===== config.mk =====
export PLATFORM = sky130hd
export DESIGN_NAME = key_debounce_repeat_flat
export DESIGN_NICKNAME = d
export VERILOG_FILES = /design/src/rtl/key_debounce_repeat_if.sv /design/src/rtl/key_debounce_repeat.sv /design/src/flat_wrapper.sv
export SDC_FILE = /design/constraint.sdc
export NUM_CORES = 1
export LEC_CHECK = 0
export BUFFER_PORTS_ARGS = -buffer_cell sky130_fd_sc_hd__buf_2
export CAP_MARGIN = 40
export CORE_UTILIZATION = 30
export DETAILED_ROUTE_END_ITERATION = 6
export SLEW_MARGIN = 20
export SYNTH_ARGS = -nofsm -noshare
export SYNTH_HDL_FRONTEND = slang
export SYNTH_SLANG_ARGS = --single-unit
export TNS_END_PERCENT = 100

===== constraint.sdc =====
create_clock -name clk -period 2.8 [get_ports clk]
set_clock_uncertainty 0.1 [all_clocks]
set_input_delay 0.42 -clock clk [delete_from_list [all_inputs] [get_ports clk]]
set_output_delay 0.42 -clock clk [all_outputs]
set_load 0.005 [all_outputs]

===== src/rtl/key_debounce_repeat_if.sv =====
// Key conditioner bus: raw active-low pins in, debounced and repeat levels out.
interface key_debounce_repeat_if;
    logic [1:0] KEY;        // raw push-buttons, active-low
    logic [1:0] KEYSTABLE;  // debounced level, 1 = pressed
    logic [1:0] KEYOUT;     // debounced level with auto-repeat, 1 = pressed

    modport master (output KEY, input KEYSTABLE, input KEYOUT);
    modport slave  (input KEY, output KEYSTABLE, output KEYOUT);
endinterface


===== src/rtl/key_debounce_repeat.sv =====
// Two-key conditioner for the clock PIO: 2-FF sync, tick-based debounce,
// inversion to active-high, and a per-key auto-repeat pattern on KEYOUT.
module key_debounce_repeat #(
    parameter int TICK_CYCLES     = 50000,
    parameter int DEB_TICKS       = 20,
    parameter int REP_DELAY_TICKS = 500,
    parameter int REP_HALF_TICKS  = 50
) (
    input logic                  clk,
    input logic                  reset,
    key_debounce_repeat_if.slave kif
);

    localparam int TW       = (TICK_CYCLES > 1) ? $clog2(TICK_CYCLES) : 1;
    localparam int DW       = $clog2(DEB_TICKS + 1);
    localparam int TMAX     = (REP_DELAY_TICKS > REP_HALF_TICKS) ? REP_DELAY_TICKS : REP_HALF_TICKS;
    localparam int RW       = $clog2(TMAX + 1);
    localparam int DLY_LAST = (REP_DELAY_TICKS > 0) ? REP_DELAY_TICKS - 1 : 0;

    localparam logic [TW-1:0] TICK_LAST = TW'(TICK_CYCLES - 1);
    localparam logic [DW-1:0] DEB_LAST  = DW'(DEB_TICKS - 1);
    localparam logic [RW-1:0] DELAY_END = RW'(DLY_LAST);
    localparam logic [RW-1:0] HALF_END  = RW'(REP_HALF_TICKS - 1);
    localparam bit            REP_EN    = (REP_DELAY_TICKS != 0);

    typedef enum logic [1:0] {IDLE, HOLD, R_OFF, R_ON} rep_state_e;

    logic [1:0]    sync1_q, sync1_d, sync2_q, sync2_d;
    logic [1:0]    sample;
    logic [TW-1:0] tick_cnt_q, tick_cnt_d;
    logic          tick;
    logic [1:0]    keystable_v, keyout_v;

    // Synchroniser next-state: plain two-stage shift of the raw pins.
    always_comb begin
        sync1_d = kif.KEY;
        sync2_d = sync1_q;
    end

    // Synchroniser flops; released level (1) out of reset.
    always_ff @(posedge clk) begin
        if (reset) begin
            sync1_q <= 2'b11;
            sync2_q <= 2'b11;
        end else begin
            sync1_q <= sync1_d;
            sync2_q <= sync2_d;
        end
    end

    assign sample = ~sync2_q;

    // Free-running prescaler; tick marks the last count of each period.
    always_comb begin
        tick       = (tick_cnt_q == TICK_LAST);
        tick_cnt_d = tick ? '0 : tick_cnt_q + 1'b1;
    end

    // Prescaler register.
    always_ff @(posedge clk) begin
        if (reset) tick_cnt_q <= '0;
        else       tick_cnt_q <= tick_cnt_d;
    end

    for (genvar i = 0; i < 2; i++) begin : g_key
        logic [DW-1:0] deb_cnt_q, deb_cnt_d;
        logic          stable_q, stable_d;
        rep_state_e    state_q;
        logic [RW-1:0] timer_q;
        logic          keyout_q;

        // Debounce: count disagreeing ticks, any agreeing tick starts over.
        always_comb begin
            deb_cnt_d = deb_cnt_q;
            stable_d  = stable_q;
            if (tick) begin
                if (sample[i] == stable_q) begin
                    deb_cnt_d = '0;
                end else if (deb_cnt_q == DEB_LAST) begin
                    stable_d  = sample[i];
                    deb_cnt_d = '0;
                end else begin
                    deb_cnt_d = deb_cnt_q + 1'b1;
                end
            end
        end

        // Debounce registers.
        always_ff @(posedge clk) begin
            if (reset) begin
                deb_cnt_q <= '0;
                stable_q  <= 1'b0;
            end else begin
                deb_cnt_q <= deb_cnt_d;
                stable_q  <= stable_d;
            end
        end

        // Repeat FSM with registered KEYOUT; release beats any timer expiry.
        always_ff @(posedge clk) begin
            if (reset) begin
                state_q  <= IDLE;
                timer_q  <= '0;
                keyout_q <= 1'b0;
            end else if (!stable_q) begin
                state_q  <= IDLE;
                timer_q  <= '0;
                keyout_q <= 1'b0;
            end else begin
                case (state_q)
                    IDLE: begin
                        state_q  <= HOLD;
                        timer_q  <= '0;
                        keyout_q <= 1'b1;
                    end
                    HOLD: begin
                        // With repeat disabled the timer never moves, so it cannot wrap.
                        if (tick && REP_EN) begin
                            if (timer_q == DELAY_END) begin
                                state_q  <= R_OFF;
                                timer_q  <= '0;
                                keyout_q <= 1'b0;
                            end else begin
                                timer_q <= timer_q + 1'b1;
                            end
                        end
                    end
                    R_OFF: begin
                        if (tick) begin
                            if (timer_q == HALF_END) begin
                                state_q  <= R_ON;
                                timer_q  <= '0;
                                keyout_q <= 1'b1;
                            end else begin
                                timer_q <= timer_q + 1'b1;
                            end
                        end
                    end
                    R_ON: begin
                        if (tick) begin
                            if (timer_q == HALF_END) begin
                                state_q  <= R_OFF;
                                timer_q  <= '0;
                                keyout_q <= 1'b0;
                            end else begin
                                timer_q <= timer_q + 1'b1;
                            end
                        end
                    end
                    default: begin
                        state_q  <= IDLE;
                        timer_q  <= '0;
                        keyout_q <= 1'b0;
                    end
                endcase
            end
        end

        assign keystable_v[i] = stable_q;
        assign keyout_v[i]    = keyout_q;
    end

    assign kif.KEYSTABLE = keystable_v;
    assign kif.KEYOUT    = keyout_v;

endmodule

===== src/flat_wrapper.sv =====
// flat-port wrapper written by rule: the top's interface ports become plain ports
module key_debounce_repeat_flat 
#(
    parameter int TICK_CYCLES     = 50000,
    parameter int DEB_TICKS       = 20,
    parameter int REP_DELAY_TICKS = 500,
    parameter int REP_HALF_TICKS  = 50
)
  (clk, reset, kif_KEY, kif_KEYSTABLE, kif_KEYOUT);
  key_debounce_repeat_if kif_i ();
  input logic clk;
  input logic reset;
  input wire logic [$bits(kif_i.KEY)-1:0] kif_KEY;
  output wire logic [$bits(kif_i.KEYSTABLE)-1:0] kif_KEYSTABLE;
  output wire logic [$bits(kif_i.KEYOUT)-1:0] kif_KEYOUT;
  assign kif_i.KEY = kif_KEY;
  assign kif_KEYSTABLE = kif_i.KEYSTABLE;
  assign kif_KEYOUT = kif_i.KEYOUT;
  key_debounce_repeat #(.TICK_CYCLES(TICK_CYCLES), .DEB_TICKS(DEB_TICKS), .REP_DELAY_TICKS(REP_DELAY_TICKS), .REP_HALF_TICKS(REP_HALF_TICKS)) u_core (.clk(clk), .reset(reset), .kif(kif_i));
endmodule

==> impl_metrics.py <==
metrics = {
    "detailed_routing": {
        "dr.pass1.iters": 4,
        "wl_per_cell_um": 10.8,
        "vias": 1920,
        "totalWireLength_mm": 4.39,
        "drc": 0,
        "post_drt_via_cell_ratio": 4.71,
        "ant_nets": 0,
        "drtIter0Drc": 56,
    },
    "die": {
        "core_um2": 8380,
        "die_y_um": 95.8,
        "start_util_pct": 31.5,
        "io_pins": 8,
        "chipWidth_um": 95.8,
        "rows": 33,
        "die_area_um2": 9170,
    },
    "critical_path": {
        "crit_fanout": 8,
        "reg2reg_to": "u_core.g_key[1].timer_q[0]",
        "crit_family": "simple AND/OR/NAND/NOR gates",
        "path_class": "flop to flop",
        "reg2reg_setup_slack_ns": 0.56,
        "required_ns": 2.89,
        "crit_chain": "ha_1, or4b_1, or4_4, o21a_1, o21ai_4, nor2_1",
        "crit_buf_inv": 0,
        "startpoint_type": "flop",
        "cp-end-kind": "flop",
        "rr_worst_depth": 6,
        "critPathMaxStageDelay_ns": 0.46,
        "cp.arrival_ns": 2.33,
        "critPathSlowestCell": "or4_4",
        "r2r_start": "u_core.g_key[1].timer_q[0]",
    },
    "clock_network": {
        "path_clk_slew_ns": 0.09,
        "htree_levels": 2,
        "clk_latency_ns": 0.30,
        "post-cts-setup-buffers": 0,
        "cts_root_buf": "clkbuf_8",
        "hold_buffers": 0,
        "cts_made_buffers": 5,
        "clockBufferDepth": 2,
        "cts_tree": "built",
        "post_cts_resized": 0,
        "cts.sinks": 56,
    },
    "flow_run": {
        "cap_violations": 0,
    },
    "synthesis": {
        "yosys.area.top_type": "dfxtp_1",
        "yosysSeqAreaShare_pct": 42.5,
        "avgSynthCellArea_um2": 8.85,
        "syn_area_um2": 2640,
        "synth-seq-cells": 56,
        "synthArstFlopShare_pct": 0,
        "yosys.cell_types.count": 47,
        "yosys.area.top_type_share_pct": 42.5,
        "ys_top_cells_by_area": "dfxtp_1, nor2_1, xnor2_1",
        "synth_ff_type": "dfxtp_1",
        "synth-edff-count": 0,
        "postSynthCellCount": 298,
        "synth_fp_nets": 309,
        "yosysWarnings": 0,
    },
    "timing": {
        "setup_ws_ns": 0.564,
        "finalHoldViolCount": 0,
        "finalCritPeriodShare_pct": 79.9,
        "max_slew_margin_pct": 61.6,
        "period_needed_ns": 2.24,
        "rsz0062_at_grt": "no",
        "tightestPinTransition_ns": 0.577,
        "timing.fmax_mhz": 447,
        "slew_violations": 0,
        "fin_setup_tns_ns": 0,
        "finalSetupViolCount": 0,
    },
    "grt": {
        "grt_pass1_wl_mm": 7.69,
        "grt_pass1_vias": 1718,
        "grt_max_degree": 17,
        "antenna_found_initial": 0,
        "grtUsageTotal_pct": 10.5,
        "grt_overflow": 0,
    },
    "placement": {
        "dp_slack_ns": 0.558,
        "port_buffers": 7,
        "place_hpwl_mm": 3.14,
        "gp_congestion": 0.735,
        "place_area_um2": 2760,
    },
    "pwr": {
        "vdd_drop_max_v": 0.000244,
        "p_leak_nw": 0.946,
        "power_density_nw_per_um2": 470,
    },
    "worst_hold_path": {
        "min_path_cells": 2,
        "min_to": "u_core.sync1_q[1]",
        "hp-start": "kif_KEY[1]",
        "hp-class": "input port to flop",
    },
    "status": {
        "outcome": "completed",
    },
    "layout": {
        "antenna_cells": 0,
        "final_area_um2": 2860,
        "fin_nets": 313,
        "drive_gt1_share_pct": 10.2,
        "area_growth_pct": 8.53,
    },
}
-- worst max path at each step --
stage | to | cells after the start | from
global route | u_core.g_key[1].timer_q[0] | 6 | u_core.tick_cnt_q[0]
floorplan | u_core.g_key[1].timer_q[0] | 6 | u_core.g_key[1].timer_q[0]
detailed placement | u_core.g_key[1].timer_q[8] | 6 | u_core.g_key[1].timer_q[0]
finish | u_core.g_key[1].timer_q[0] | 6 | u_core.g_key[1].timer_q[0]
CTS | u_core.g_key[1].timer_q[8] | 6 | u_core.g_key[1].timer_q[0]
global placement | u_core.g_key[0].state_q[0] | 6 | u_core.g_key[0].timer_q[0]
-- cells in the final DEF (no fill, tap or decap), drive strengths merged, types with 2 or more instances in the layout --
cell / netlist / layout
nor4: 6 / 6
and3: 6 / 6
clkbuf: 4 / 6
dfxtp: 56 / 56
ha: 7 / 7
xnor2: 22 / 22
nand3: 9 / 9
nor3: 8 / 8
a21oi: 6 / 6
nand2: 26 / 26
buf: 9 / 10
or2: 4 / 4
a41oi: 2 / 2
o31a: 3 / 3
nand2b: 6 / 6
o21bai: 2 / 2
nand4: 8 / 8
inv: 9 / 9
nor4b: 2 / 2
a311oi: 3 / 3
or4: 2 / 2
o21ai: 8 / 8
xor2: 17 / 17
nor2: 54 / 54
nor2b: 2 / 2
a31oi: 2 / 2
or4b: 2 / 2
-- synthesized netlist by cell type (7+ instances only) --
library cell / instances
o21ai_0: 7
nand4_1: 8
nand2_1: 26
nand3_1: 9
dfxtp_1: 56
ha_1: 7
xnor2_1: 22
inv_1: 9
nor2_1: 54
xor2_1: 17
nor3_1: 8
-- power breakdown --
group          switching [W]  total (W)  internal [W]  leakage (nW)
combinational      0.0000119  0.0000205    0.00000854         0.438
sequential        0.00000407   0.000806      0.000802         0.452
clock               0.000253   0.000519      0.000266        0.0552
total               0.000269    0.00135       0.00108         0.946
-- state kept, by name, indices dropped and copies added, names as in the netlist --
name,cells
u_core.g_key.keyout_q,2
u_core.g_key.stable_q,2
u_core.g_key.timer_q,18
u_core.tick_cnt_q,16
u_core.g_key.state_q,4
u_core.sync2_q,2
u_core.g_key.deb_cnt_q,10
u_core.sync1_q,2
-- metrics by stage --
step           util, %  hold WS (ns)  std cells  total power, W
6_report          34.2         0.195        408         0.00135
5_1_grt           34.2         0.190        408         0.00139
4_1_cts           34.2         0.188        408         0.00136
3_5_place_dp      32.9         0.299        400        0.000845
3_3_place_gp      32.9         0.294        400        0.000845
2_1_floorplan        -         0.289        298        0.000839
-- routing by layer --
metal / routed length [µm] / global-route usage [%] / up-vias
met3: 90 / 2.37 / 4
met4: 21 / 2.61 / 0
met1: 2420 / 14.8 / 878
met2: 1850 / 16.1 / 20
met5: 0 / 0 / -
li1: - / - / 1018
-- cells by family (layout without fill, tap and decap cells) --
| kind of cell | count (synthesis) | count (layout) | share of synthesized area (%) |
|---|---|---|---|
| buffers and inverters | 22 | 27 | 3.98 |
| DFF | 56 | 56 | 42.5 |
| AOI/OAI and AO/OA | 31 | 31 | 9.25 |
| and+or+nand+nor | 143 | 143 | 28.0 |
| adders and majority gates | 7 | 7 | 3.32 |
| xor gates and xnor gates | 39 | 39 | 12.9 |
-- cell type report --
type                            count  area (µm²)
Multi-Input combinational cell    220        1410
Clock inverter                      2        35.0
Sequential cell                    56        1120
Clock buffer                        6        72.6
Inverter                            9        33.8
Timing Repair Buffer               10        57.6
Tap cell                          105         131
Fill cell                         850        5520
Note: power is estimated with default switching activity, not from simulation.
